$ cat src/rtl/shift_serializer_pkg.sv
// -----------------------------------------------------------------------------
// shift_pkg
// Types and helpers shared by the word serializer and the matching deserializer.
//   shift_state_e : frame FSM state (IDLE waiting for a frame, SHIFT emitting)
//   calc_cntw     : beat-counter width, clog2 with a floor of one bit
// -----------------------------------------------------------------------------
package shift_pkg;

  typedef enum logic {IDLE, SHIFT} shift_state_e;

  // A one-word frame still needs a 1-bit counter so the compare logic has a width.
  function automatic int calc_cntw(input int depth);
    return (depth <= 1) ? 1 : $clog2(depth);
  endfunction

endpackage

$ cat src/rtl/shift_serializer_if.sv
// -----------------------------------------------------------------------------
// shift_serializer_if
// Groups the load port and the output stream of the serializer.
//   iLoadValid / oLoadReady / iLoadData : parallel frame load handshake
//   oValid / iReady / oData / oLast     : word-serial output stream
//   oBusy                               : a frame is in flight
// Modport slave is the serializer side, master is the producer/consumer side.
// -----------------------------------------------------------------------------
interface shift_serializer_if #(
  parameter int BITWIDTH = 32,
  parameter int DEPTH    = 8
);

  logic                        iLoadValid;
  logic                        oLoadReady;
  logic [BITWIDTH*DEPTH-1:0]   iLoadData;
  logic                        oValid;
  logic                        iReady;
  logic [BITWIDTH-1:0]         oData;
  logic                        oLast;
  logic                        oBusy;

  modport slave (
    input  iLoadValid, iLoadData, iReady,
    output oLoadReady, oValid, oData, oLast, oBusy
  );

  modport master (
    output iLoadValid, iLoadData, iReady,
    input  oLoadReady, oValid, oData, oLast, oBusy
  );

endinterface

$ cat src/rtl/shift_serializer.sv
// -----------------------------------------------------------------------------
// shift_serializer
// Accepts one DEPTH-word frame through a valid/ready load port and emits it one
// word per beat, word 0 first. A new frame can be loaded on the final beat so
// consecutive frames stream with no bubble.
// Ports:
//   iClk  : clock, rising edge
//   iRst  : synchronous active-high reset
//   iClr  : synchronous frame abort/flush
//   bus   : shift_serializer_if.slave (load port + output stream + oBusy)
// -----------------------------------------------------------------------------
module shift_serializer
  import shift_pkg::*;
#(
  parameter int BITWIDTH = 32,
  parameter int DEPTH    = 8
) (
  input  logic            iClk,
  input  logic            iRst,
  input  logic            iClr,
  shift_serializer_if.slave bus
);

  localparam int              CNTW     = calc_cntw(DEPTH);
  localparam logic [CNTW-1:0] LAST_CNT = CNTW'(DEPTH - 1);

  shift_state_e        r_state;
  shift_state_e        w_state_next;
  logic [CNTW-1:0]     r_cnt;
  logic [CNTW-1:0]     w_cnt_next;
  logic [BITWIDTH-1:0] w_bank [DEPTH];

  logic w_flush;
  logic w_in_shift;
  logic w_last;
  logic w_beat;
  logic w_load_ready;
  logic w_load;

  assign w_flush    = iRst | iClr;
  assign w_in_shift = (r_state == SHIFT);
  assign w_last     = w_in_shift && (r_cnt == LAST_CNT);
  // A beat presented during a flush is not delivered.
  assign w_beat     = w_in_shift & bus.iReady & ~w_flush;
  // Ready on the final beat lets the next frame enter with no bubble; it
  // deliberately depends on iReady but never on iLoadValid.
  assign w_load_ready = ~w_flush & (~w_in_shift | (w_last & bus.iReady));
  assign w_load       = bus.iLoadValid & w_load_ready;

  // Next-state / counter logic
  always_comb begin
    w_state_next = r_state;
    w_cnt_next   = r_cnt;
    if (iClr) begin
      w_state_next = IDLE;
      w_cnt_next   = '0;
    end else if (w_load) begin
      // Covers both the IDLE load and the reload on the final beat.
      w_state_next = SHIFT;
      w_cnt_next   = '0;
    end else if (w_beat) begin
      if (w_last) begin
        w_state_next = IDLE;
        w_cnt_next   = '0;
      end else begin
        w_cnt_next = r_cnt + CNTW'(1);
      end
    end
  end

  always_ff @(posedge iClk) begin
    if (iRst) begin
      r_state <= IDLE;
      r_cnt   <= '0;
    end else begin
      r_state <= w_state_next;
      r_cnt   <= w_cnt_next;
    end
  end

  // Frame bank: each word shifts down toward word 0 on a beat, the top word
  // refills with zero so a drained bank reads back as all zeros.
  genvar gi;
  generate
    for (gi = 0; gi < DEPTH; gi++) begin : g_bank
      logic [BITWIDTH-1:0] r_word;
      logic [BITWIDTH-1:0] w_shift_in;

      if (gi == DEPTH - 1) begin : g_top
        assign w_shift_in = '0;
      end else begin : g_mid
        assign w_shift_in = w_bank[gi+1];
      end

      always_ff @(posedge iClk) begin
        if (w_flush) begin
          r_word <= '0;
        end else if (w_load) begin
          r_word <= bus.iLoadData[gi*BITWIDTH +: BITWIDTH];
        end else if (w_beat) begin
          r_word <= w_shift_in;
        end
      end

      assign w_bank[gi] = r_word;
    end
  endgenerate

  // Outputs are forced quiet while reset is asserted, even in the first reset
  // cycle when the state register may still hold SHIFT.
  assign bus.oLoadReady = w_load_ready;
  assign bus.oValid     = w_in_shift & ~iRst;
  assign bus.oBusy      = w_in_shift & ~iRst;
  assign bus.oLast      = w_last & ~iRst;
  assign bus.oData      = (w_in_shift & ~iRst) ? w_bank[0] : '0;

endmodule
$ cat src/flat_wrapper.sv
// flat-port wrapper written by rule: the top's interface ports become plain ports
module shift_serializer_flat import shift_pkg::*;
#(
  parameter int BITWIDTH = 32,
  parameter int DEPTH    = 8
)
  (iClk, iRst, iClr, bus_iLoadValid, bus_iLoadData, bus_iReady, bus_oLoadReady, bus_oValid, bus_oData, bus_oLast, bus_oBusy);
  shift_serializer_if #(.BITWIDTH(BITWIDTH), .DEPTH(DEPTH)) bus_i ();
  input  logic iClk;
  input  logic iRst;
  input  logic iClr;
  input wire logic [$bits(bus_i.iLoadValid)-1:0] bus_iLoadValid;
  input wire logic [$bits(bus_i.iLoadData)-1:0] bus_iLoadData;
  input wire logic [$bits(bus_i.iReady)-1:0] bus_iReady;
  output wire logic [$bits(bus_i.oLoadReady)-1:0] bus_oLoadReady;
  output wire logic [$bits(bus_i.oValid)-1:0] bus_oValid;
  output wire logic [$bits(bus_i.oData)-1:0] bus_oData;
  output wire logic [$bits(bus_i.oLast)-1:0] bus_oLast;
  output wire logic [$bits(bus_i.oBusy)-1:0] bus_oBusy;
  assign bus_i.iLoadValid = bus_iLoadValid;
  assign bus_i.iLoadData = bus_iLoadData;
  assign bus_i.iReady = bus_iReady;
  assign bus_oLoadReady = bus_i.oLoadReady;
  assign bus_oValid = bus_i.oValid;
  assign bus_oData = bus_i.oData;
  assign bus_oLast = bus_i.oLast;
  assign bus_oBusy = bus_i.oBusy;
  shift_serializer #(.BITWIDTH(BITWIDTH), .DEPTH(DEPTH)) u_core (.iClk(iClk), .iRst(iRst), .iClr(iClr), .bus(bus_i));
endmodule
$ cat config.mk
export PLATFORM = sky130hd
export DESIGN_NAME = shift_serializer_flat
export DESIGN_NICKNAME = d
export VERILOG_FILES = /design/src/rtl/shift_serializer_pkg.sv /design/src/rtl/shift_serializer_if.sv /design/src/rtl/shift_serializer.sv /design/src/flat_wrapper.sv
export SDC_FILE = /design/constraint.sdc
export NUM_CORES = 1
export LEC_CHECK = 0
export CAP_MARGIN = 20
export CORE_MARGIN = 1.5
export CORE_UTILIZATION = 31
export CTS_CLUSTER_DIAMETER = 120
export CTS_CLUSTER_SIZE = 12
export DETAILED_ROUTE_END_ITERATION = 10
export PLACE_DENSITY = 0.65
export SLEW_MARGIN = 15
export SYNTH_ARGS = -nofsm -noshare
export SYNTH_HDL_FRONTEND = slang
export SYNTH_SLANG_ARGS = --single-unit
$ cat constraint.sdc
create_clock -name iClk -period 2.95 [get_ports iClk]
set_clock_uncertainty 0.1 [all_clocks]
set_input_delay 0.7375 -clock iClk [delete_from_list [all_inputs] [get_ports iClk]]
set_output_delay 0.7375 -clock iClk [all_outputs]
set_load 0.05 [all_outputs]
==> results.ini <==
[route]
detail-route-antenna-nets = 0
first_iter_violations = 865
vias_per_cell = 5.40
wirelength_um = 41300
vias = 11900
wl_per_cell_um = 18.7
drt_first_pass_iters = 5
drc = 0

[status]
status = complete, no violations

[worst_setup_path]
cp.depth = 5
critPathCaptureType = primary output
reg2reg_to = u_core.g_bank[1].w_shift_in[17]$_SDFFE_PP0P_
crit_fanout = 35
crit_type = input port to primary output
cp_common_cell = buf_12
crit_chain = clkdlybuf4s50_1, nor2b_2, buf_12, and2_1, buf_12
r2r-start = u_core.r_cnt[0]$_SDFFE_PP0P_
reg2regPathDepth = 7
startpoint = iRst
worst_setup_path_start_kind = input port
r2r_slack_ps = 800
critPathMaxStageDelay_ps = 460
cp.arrival_ps = 1980
crit_slowest_cell = clkdlybuf4s50_1
worst-path-buf-inv = 3
crit_family = buffers and inverters
endpoint = bus_oData[27]
cp.required_ps = 2110

[cts]
hold_buffers = 0
cts-resized-gates = 0
numCtsBuffers = 25
clock_latency_ps = 540
cts_tree = done
cts-root-buf = clkbuf_16
cts_buffer_depth = 3
cts.clk_slew.worst_paths_ps = 70
h-tree-depth = 1
clkSinkCount = 260
cts_setup_buffers = 0

[timing]
min_period_ps = 2820
max_freq_mhz = 354
rsz0062_at_grt = false
hold-worst-slack_ps = 357
slew_headroom_pct = 53.7
hold_viol_final = 0
tightest_slew_ps = 695
layout_worst_path_cycle_share_pct = 95.6
setup_violations = 0
slew_violations = 0
timing.setup.tns_ps = 0

[layout]
syn_to_final_growth_pct = 35.5
final_cell_mix = nand2_1 (451), clkdlybuf4s50_1 (260), dfxtp_1 (260)
layout.cells.non_filler = 2203
drive_gt1_share_pct = 12.9
final_nets = 1939
fin_area_um2 = 16800
final_common_cell = nand2_1

[yosys]
synth_cell_type_count = 30
ys_warn_count = 0
yosysTopAreaCellShare_pct = 41.9
synth_top_area_cell = dfxtp_1
synth_area_leaders = dfxtp_1 (42%), nand2_1 (14%), a31oi_1 (11%)
avgSynthCellArea_um2 = 8.34
syn_area_um2 = 12400
netlist_instances = 1488
synth_fp_nets = 1751
ys_ff_latch = 260
seq_area_frac_synth_pct = 41.9

[floorplanning]
initial_core_util_pct = 31.3
die_area_um2 = 41200
die_width_um = 203
die_y_um = 203
fp-row-count = 73
io_pins = 297
core_um2 = 39600

[pwr]
leakage_nw = 4.99
p_comb_share_pct = 12.9
p_int_mw = 5.66
p_sw_mw = 1.82
power_frac_seq_pct = 48.4
swShare_pct = 24.3
peakVddDrop_mv = 0.335
p_total_mw = 7.49
pwr-share-clk_pct = 38.7
pwr_density_cell_nw_per_um2 = 445

[place]
portBuffers = 296
place.gp.congestion = 0.812
place_inst = 2174
dp_hpwl_um = 27800
dpl_cell_area_um2 = 16100

[grt]
grt_pass1_vias = 11400
grt_pass1_wl_um = 64400
grtUsageTotal_pct = 19.3
grt_max_degree = 111
antenna_found_initial = 4
grt_overflow = 0

[worst_hold_path]
worstHoldPathType = register to register

[flow_run]
drv_cap = 0

-- per-stage QoR --
step	utilization [%]	setup WS, ps
floorplan	-	28.0
global placement	40.7	131
detailed placement	40.7	101
CTS	42.4	116
global route	42.4	45.9
finish	42.4	129
-- layout make-up --
type                            count  area, µm²
Timing Repair Buffer              340       3990
Antenna cell                        2       5.00
Sequential cell                   260       5200
Fill cell                        3938      22800
Tap cell                          525        657
Clock inverter                      2       38.8
Multi-Input combinational cell   1049       6290
Clock buffer                       25        626
-- registers in the layout, indices dropped and copies added, names as in the netlist --
name                      flops
u_core.r_state                1
u_core.g_bank.w_shift_in    224
u_core.r_cnt                  3
u_core.g_bank.r_word         32
-- synth_stat cells --
library cell    n
nand2_1       451
dfxtp_1       260
a31oi_1       224
o31ai_1       134
o31ai_2        90
clkbuf_1       82
buf_2          58
and2_1         33
a21oi_1        32
nand4_1        32
buf_6          27
o211ai_1       22
o211ai_2       10
buf_1           9
nor2_1          5
buf_4           3
a211oi_1        2
ha_1            2
a21bo_2         1
a21boi_2        1
and4bb_2        1
mux2i_1         1
nand3_1         1
nand3_2         1
nand4bb_1       1
nor2b_1         1
nor3_1          1
or2_2           1
or3_1           1
or3b_1          1
-- routing by layer --
layer / track usage [%] / part of all wire (%) / up-vias
met5: 0 / 0.031 / -
met4: 5.40 / 2.8 / 2
met3: 3.15 / 6.3 / 46
met2: 30.8 / 46 / 422
met1: 26.8 / 45 / 5637
li1: - / - / 5789
-- power groups by stage --
stage	registers [mW]	logic, mW	clock network [mW]
2_1_floorplan	3.69	0.452	0
3_3_place_gp	3.70	0.952	0
3_5_place_dp	3.70	0.959	0
4_1_cts	3.62	0.965	2.99
5_1_grt	3.63	1.03	3.12
6_report	3.62	0.965	2.90
-- logic make-up after synthesis --
family,synth area share (%)
simple gates,17.6
fa+ha+maj,0.202
flops,41.9
compound gates,32.4
buf+inv,7.72
mux,0.0807
-- worst min-delay path by stage --
stage / from / to / slack, ps / cells past startpoint
5_1_grt: u_core.g_bank[0].w_shift_in[31]$_SDFFE_PP0P_ / u_core.g_bank[0].r_word[31]$_SDFFE_PP0P_ / 380 / 2
3_5_place_dp: u_core.g_bank[0].r_word[31]$_SDFFE_PP0P_ / u_core.g_bank[0].r_word[31]$_SDFFE_PP0P_ / 360 / 2
6_report: u_core.g_bank[3].w_shift_in[28]$_SDFFE_PP0P_ / u_core.g_bank[2].w_shift_in[28]$_SDFFE_PP0P_ / 360 / 2
2_1_floorplan: u_core.g_bank[0].r_word[31]$_SDFFE_PP0P_ / u_core.g_bank[0].r_word[31]$_SDFFE_PP0P_ / 340 / 2
4_1_cts: u_core.g_bank[3].w_shift_in[28]$_SDFFE_PP0P_ / u_core.g_bank[2].w_shift_in[28]$_SDFFE_PP0P_ / 360 / 2
3_3_place_gp: u_core.g_bank[6].w_shift_in[29]$_SDFFE_PP0P_ / u_core.g_bank[5].w_shift_in[29]$_SDFFE_PP0P_ / 350 / 2
-- tightest hold or removal path, cell delays in order (launching register included) --
cell	delay, ps
dfxtp_1	310
nand2_1	50
a31oi_1	60
No activity file was read; power rests on OpenSTA's default activity.
